===== config.mk =====
export PLATFORM = sky130hd
export DESIGN_NAME = pipe_hazard_ctrl
export DESIGN_NICKNAME = d
export VERILOG_FILES = /design/src/rtl/pipe_hazard_ctrl_pkg.sv /design/src/rtl/pipe_hazard_ctrl_hazard_detect.sv /design/src/rtl/pipe_hazard_ctrl.sv
export SDC_FILE = /design/constraint.sdc
export NUM_CORES = 1
export LEC_CHECK = 0
export ABC_AREA = 1
export CORE_MARGIN = 5
export CORE_UTILIZATION = 55
export CTS_BUF_LIST = sky130_fd_sc_hd__clkbuf_8
export DETAILED_ROUTE_END_ITERATION = 10
export GPL_TIMING_DRIVEN = 1
export PLACE_DENSITY = 0.93
export SYNTH_ARGS = -nofsm -noshare
export SYNTH_HDL_FRONTEND = slang
export SYNTH_SLANG_ARGS = --single-unit

===== constraint.sdc =====
create_clock -name clk -period 2.5 [get_ports clk]
set_input_delay 0.375 -clock clk [delete_from_list [all_inputs] [get_ports clk]]
set_output_delay 0.375 -clock clk [all_outputs]
set_load 0.05 [all_outputs]

===== src/rtl/pipe_hazard_ctrl_pkg.sv =====
// pipe_hazard_ctrl_pkg: shared state encoding and default parameters for the hazard sequencer
package pipe_hazard_ctrl_pkg;
  typedef enum logic [1:0] {INIT = 2'd0, RUN = 2'd1, MD_BUSY = 2'd2, MD_DONE = 2'd3} state_t;
  localparam int REG_AW_DEF = 5;
  localparam int MD_TIMEOUT_DEF = 40;
  localparam int CNT_W_DEF = 32;
endpackage


===== src/rtl/pipe_hazard_ctrl_hazard_detect.sv =====
// pipe_hazard_ctrl_hazard_detect: load-use compare between the DX load and the FD source registers
module pipe_hazard_ctrl_hazard_detect import pipe_hazard_ctrl_pkg::*; #(
  parameter int REG_AW = REG_AW_DEF
) (
  input  logic              dx_is_load,
  input  logic [REG_AW-1:0] dx_rd,
  input  logic [REG_AW-1:0] fd_rs,
  input  logic [REG_AW-1:0] fd_rt,
  input  logic              fd_uses_rt,
  output logic              lu
);
  assign lu = dx_is_load && dx_rd != '0 && (dx_rd == fd_rs || (fd_uses_rt && dx_rd == fd_rt));
endmodule


===== src/rtl/pipe_hazard_ctrl.sv =====
// pipe_hazard_ctrl: stall/flush sequencer for the 5-stage pipeline latches
module pipe_hazard_ctrl import pipe_hazard_ctrl_pkg::*; #(
  parameter int REG_AW = REG_AW_DEF,
  parameter int MD_TIMEOUT = MD_TIMEOUT_DEF,
  parameter int CNT_W = CNT_W_DEF
) (
  input  logic              clk,
  input  logic              clr_n,
  input  logic              dx_is_load,
  input  logic [REG_AW-1:0] dx_rd,
  input  logic [REG_AW-1:0] fd_rs,
  input  logic [REG_AW-1:0] fd_rt,
  input  logic              fd_uses_rt,
  input  logic              x_br_taken,
  input  logic              x_md_op,
  input  logic              md_ready,
  input  logic              md_excep,
  output logic              pc_en,
  output logic              fd_en,
  output logic              dx_en,
  output logic              xm_en,
  output logic              mw_en,
  output logic              fd_clr,
  output logic              dx_clr,
  output logic              xm_clr,
  output logic              mw_clr,
  output logic              md_start,
  output logic              md_sel,
  output logic              math_excep,
  output logic [CNT_W-1:0]  stall_cycles
);
  localparam int BW = $clog2(MD_TIMEOUT + 1);
  state_t state, state_nx;
  logic [BW-1:0] busy_cnt;
  logic exc_q, to_q, lu, stall, busy_last;
  pipe_hazard_ctrl_hazard_detect #(.REG_AW(REG_AW)) u_hd (
    .dx_is_load(dx_is_load),
    .dx_rd(dx_rd),
    .fd_rs(fd_rs),
    .fd_rt(fd_rt),
    .fd_uses_rt(fd_uses_rt),
    .lu(lu)
  );
  assign busy_last = busy_cnt == BW'(MD_TIMEOUT - 1);
  always_comb begin
    {pc_en, fd_en, dx_en, xm_en, mw_en} = '0;
    {fd_clr, dx_clr, xm_clr, mw_clr} = '0;
    {md_start, md_sel, math_excep} = '0;
    stall = 1'b0;
    state_nx = state;
    case (state)
      INIT: begin
        {fd_clr, dx_clr, xm_clr, mw_clr} = '1;
        state_nx = RUN;
      end
      RUN: begin
        {pc_en, fd_en, dx_en, xm_en, mw_en} = '1;
        if (x_br_taken) begin
          fd_clr = 1'b1;
          dx_clr = 1'b1;
        end else begin
          if (lu) begin
            pc_en = 1'b0;
            fd_en = 1'b0;
            dx_clr = 1'b1;
            stall = 1'b1;
          end
          if (x_md_op) begin
            md_start = 1'b1;
            state_nx = MD_BUSY;
          end
        end
      end
      MD_BUSY: begin
        {xm_en, xm_clr, mw_en} = '1;
        stall = 1'b1;
        state_nx = (md_ready || busy_last) ? MD_DONE : MD_BUSY;
      end
      default: begin
        {xm_en, mw_en, md_sel} = '1;
        math_excep = exc_q | to_q;
        state_nx = RUN;
      end
    endcase
  end
  always_ff @(posedge clk or negedge clr_n) begin
    if (!clr_n) begin
      state <= INIT;
      busy_cnt <= '0;
      exc_q <= 1'b0;
      to_q <= 1'b0;
      stall_cycles <= '0;
    end else begin
      state <= state_nx;
      if (stall && stall_cycles != '1) stall_cycles <= stall_cycles + CNT_W'(1);
      if (state == MD_BUSY) begin
        busy_cnt <= busy_cnt + BW'(1);
        if (md_ready) exc_q <= md_excep;
        else if (busy_last) to_q <= 1'b1;
      end else if (state == MD_DONE) begin
        busy_cnt <= '0;
        exc_q <= 1'b0;
        to_q <= 1'b0;
      end
    end
  end
endmodule


# == Word-level counts from Yosys, hierarchy flattened ==
# Cells that the tools add are included.
# totals
romBits,0
reg_bits,42
inputBits,23
n_memories,0
ramBits,0
wordCells,65
output_inout_bits,44
latch_bits,0
# op_classes
div_mod_pow,0
muxes,31
n_eq_ne,12
bitwise_logic,1
n_reduce_logical,14
n_lt_le_gt_ge,0
shifts,0
addsub,2
multipliers,0
# op_table
operator,count
"32-bit by 1-bit adder with 32-bit output, second input constant",1
"32-bit inequality test, second input constant",1
1-bit two-way mux,23
6-bit two-way mux,2
5-bit equality test,2
"2-bit inequality test, second input constant",5
"6-bit by 1-bit adder with 6-bit output, second input constant",1
"6-bit equality test, second input constant",1
1-bit case mux with 2 select lines,3
5-bit nonzero test,1
"2-bit equality test, second input constant",2
1-bit logical AND,4
2-bit two-way mux,2
2-bit case mux with 2 select lines,1
2-bit AND reduction,2
3-bit AND reduction,1
3-bit OR reduction,1
"2-bit by 1-bit equality test with 1-bit output, second input constant",1
2-bit logical NOT,1
1-bit logical OR,2
2-bit nonzero test,1
2-bit OR reduction,1
1-bit bitwise OR,1

# == Logic depth before layout (Yosys ltp) ==
# depth
word_depth,8
mapped_depth,12
mapped_depth_nobuf,11

# == Hierarchy ==
# A second synthesis with hierarchy kept.
# unflattened
cells_unflattened,469
area_unflattened_um2,2974.1
# by_module_without_submodules
module,seq_area_each_um2,area_per_inst_um2,n_inst,cells_each
pipe_hazard_ctrl,1051.0,2767.7,1,417
pipe_hazard_ctrl_hazard_detect,0.0,206.4,1,52

# == Least setup slack after synthesis ==
# No wires, ideal clock.
# synth_timing
path_type,flip-flop to output port
from,register state[0]
to,output port dx_clr
path_buffers,0
stages_incl_launch_ff,6
required_ps,2125
path_slack_ps,-183
arrival_time_ps,2308
path_cell_list,dfrtp_1 -> inv_1 -> ha_1 -> inv_1 -> nand2_1 -> o21bai_1
# synth_between
elab_chain_cells,2
word_cells_on_any_way,3
cone_classes,eq/ne: 1; mux: 1; reduce/logical: 1
# synth_lines
item,line_no,text
from (decl),pipe_hazard_ctrl.sv:33,"state_t state, state_nx;"
from (signal assigned),pipe_hazard_ctrl.sv:94,state <= state_nx;
2-bit by 1-bit equality test with 1-bit output / 2-bit logical NOT (equally long branches),pipe_hazard_ctrl.sv:51,case (state)
1-bit case mux with 2 select lines *,pipe_hazard_ctrl.sv:51,
to (decl),pipe_hazard_ctrl.sv:24,"output logic dx_clr,"
# Every way passes the cells marked *; elsewhere a longest branch is shown, timed or not.

# == Worst setup path in the final report ==
# layout_timing
from,register state[0]
to,output port xm_en
# layout_between
elab_chain_cells,2
# layout_lines
item,line_no,text
2-bit logical NOT,pipe_hazard_ctrl.sv:51,
1-bit two-way mux,pipe_hazard_ctrl.sv:51,
to (decl),pipe_hazard_ctrl.sv:21,"output logic xm_en,"
# Every way passes these cells.

==> results.md <==
- Status: complete, no violations
- Setup TNS: 0 ns
- Clock latency on the worst-skew pair: approximately 0.3 ns
- Hold_buf cts: 0
- DRT iter0 DRCs: roughly 230
- Global-route wire length before repair: ~14 mm
- Max-Cap Viols: 0
- Post-CTS Resized: 0
- Drt via density: 5.54
- Clock Pin Slew Worst Setup and Hold Paths: roughly 0.08 ns
- Peak VDD IR: 0.483 mV
- Leak pwr: 1.82 nW
- Cell mode on critical path: inv_1
- IO Port Bufs: 66
- Synth Instances: 456
- H-tree depth: 2
- Clock sink count: 42
- Via count: approximately 3300
- Clock Skew: 0.00625 ns
- Crit path largest cell delay: roughly 0.82 ns
- CP max FO: 4
- Max-slew violations: 0
- Full die area: ~0.0071 mm^2
- Endpoints failing hold: 0
- # IOs: between 60 and 70
- Seq/Total Area, Yosys: 34.6%
- R2r worst-path depth: 10
- R2r startpoint: stall_cycles[0]
- Tot GR Track Use: between 20% and 30%
- Worst hold slack: approximately 0.22 ns
- Final period utilization: just over 90%
- Die height: about 84 um
- Clk Tree Root Cell: clkbuf_8
- Area of the mapped netlist: 0.00304 mm^2
- DP HPWL: approximately 6.1 mm
- Pwr Density: 731 mW/mm^2
- Clock Path Buffers: 2
- Most frequent cells in the layout: nand2_1, clkdlybuf4s50_1, inv_1
- Final instance area: slightly below 0.004 mm^2
- CTS tree: yes
- Post-synthesis average cell area: 6.67 um^2
- Drt total wl: roughly 8 mm
- Max_slew headroom: between 30% and 40%
- Flop-to-flop setup slack: 0.38 ns
- Detailed Routing Iterations Pass 1: 5
- Final setup fails: 0
- GRT Residual Overflow: 0
- Critical Path RT: between 2 and 2.5 ns
- Number of antenna violations at the first check in global routing: 0
- Number of antenna diodes: 0
- Layout Area Growth over Synthesis: 27.5%
- Remaining DRCs: 0
- CP arrival: slightly below 2 ns
- Post-synth cell types: 27
- Core Area: roughly 0.0054 mm^2
- Largest net degree at the start of global routing: 43
- Post-layout min period: about 2.3 ns
- Total CTS buffers: 5
- Slowest library cell on the worst path: clkdlybuf4s50_1
- Worst r2r dst: stall_cycles[3]
- Placed Area: roughly 0.0038 mm^2
- Number of global-route vias before repair: 3150
- Worst Hold Class: in2async
- Layout cell share with drive strength beyond 1: 6.18%
- RSZ-0062 raised after global routing: no
- Most common cell after layout, fill and taps aside: nand2_1
- Die width: between 80 and 90 um
- Maximum clock frequency: 430 MHz
- Total Nets Final: around 550
- ANT nets after route: 0
- DR WL/cell: approximately 14 um
- CP Launch Type: register
- #FFs+latches synth: between 40 and 50
- Num rows: 27
- Syn. warnings: 0
- CP cell instances: inv_1, ha_1, inv_1, clkdlybuf4s50_1
- Crit end category: output pin
- Syn nets: between 400 and 500
- Worst Tran Pin Value: roughly 0.95 ns
- Utilization after layout: between 70% and 80%
- Starting Density: a little under three fifths
- Kind of critical path: reg2out
- Routability Congestion: around 0.92
- Setup bufs post-CTS: 0
logic make-up after synthesis:
group	share of synthesized area (%)
adder cells (fa/ha/maj)	2.47
XOR/XNOR	4.61
AND/OR/NAND/NOR	45.8
flip-flops	34.6
AO/OA/AOI/OAI	3.17
buffers and inverters	9.34
routing by layer:
metal	global-route usage, %	up-vias	wire length [um]
met1	29.1	1530	3330
li1	-	1595	-
met4	8.78	0	173
met2	41.4	120	4120
met3	5.50	21	524
met5	0	-	0
state kept, by name, summed over array words and instances, names as in the netlist:
signal        cells
busy_cnt          6
state             2
stall_cycles     32
to_q              1
exc_q             1
metrics by stage:
| step | std cells | setup WS [ns] | total power [mW] |
|---|---|---|---|
| finish | 590 | 0.174 | 2.83 |
| global route | 590 | 0.0245 | 2.97 |
| CTS | 590 | 0.174 | 2.83 |
| detailed placement | 582 | 0.220 | 2.29 |
| global placement | 582 | 0.280 | 2.25 |
| floorplan | 456 | 0.115 | 1.84 |
cell type report:
type	instances	area, um^2
Fill cell	442	1560
Inverter	52	195
Multi-Input combinational cell	346	1710
Clock buffer	5	68.8
Sequential cell	42	1050
Clock inverter	3	40.0
Timing Repair Buffer	70	721
Tap cell	72	90.1
power by group:
group	internal [mW]	leakage, nW	switching [mW]	total [mW]
clock	0.294	0.0579	0.247	0.542
combinational	0.464	1.19	1.02	1.49
sequential	0.742	0.573	0.0613	0.803
worst max-delay path by stage:
stage | start | end | depth (start not counted)
floorplan | state[0] | dx_clr | 5
CTS | state[0] | xm_en | 4
global placement | dx_rd[0] | pc_en | 11
detailed placement | dx_rd[0] | stall_cycles[23] | 13
global route | dx_rd[0] | fd_en | 11
finish | state[0] | xm_en | 4
cells in the mapped netlist:
| master | n | area, um^2 |
|---|---|---|
| nand2_1 | 164 | 616 |
| clkinv_1 | 1 | 3.75 |
| nor3_2 | 2 | 20.0 |
| nor2_1 | 49 | 184 |
| xor2_1 | 8 | 70.1 |
| o21ai_0 | 9 | 45.0 |
| buf_1 | 3 | 11.3 |
| nor3_1 | 8 | 40.0 |
| ha_1 | 6 | 75.1 |
| nand3_2 | 3 | 30.0 |
| dfrtp_1 | 42 | 1050 |
| nor2_2 | 4 | 25.0 |
| a22o_1 | 1 | 8.76 |
| clkbuf_1 | 4 | 15.0 |
| nand3_1 | 24 | 120 |
| nor2_4 | 1 | 11.3 |
| buf_4 | 2 | 15.0 |
| a211oi_1 | 2 | 15.0 |
| nand3_4 | 1 | 17.5 |
| inv_1 | 51 | 191 |
| a21oi_1 | 4 | 20.0 |
| o21bai_1 | 1 | 7.51 |
| buf_6 | 2 | 22.5 |
| xnor2_1 | 8 | 70.1 |
| nand4_1 | 42 | 263 |
| buf_2 | 5 | 25.0 |
| nand3b_1 | 9 | 67.6 |
critical path, delay by kind of cell (launching register included):
kind	cells	cell delay [ns]
buffers and inverters	3	1.03
DFF	1	0.41
adders and majority gates	1	0.21
Power figures use the tool's default switching activity.
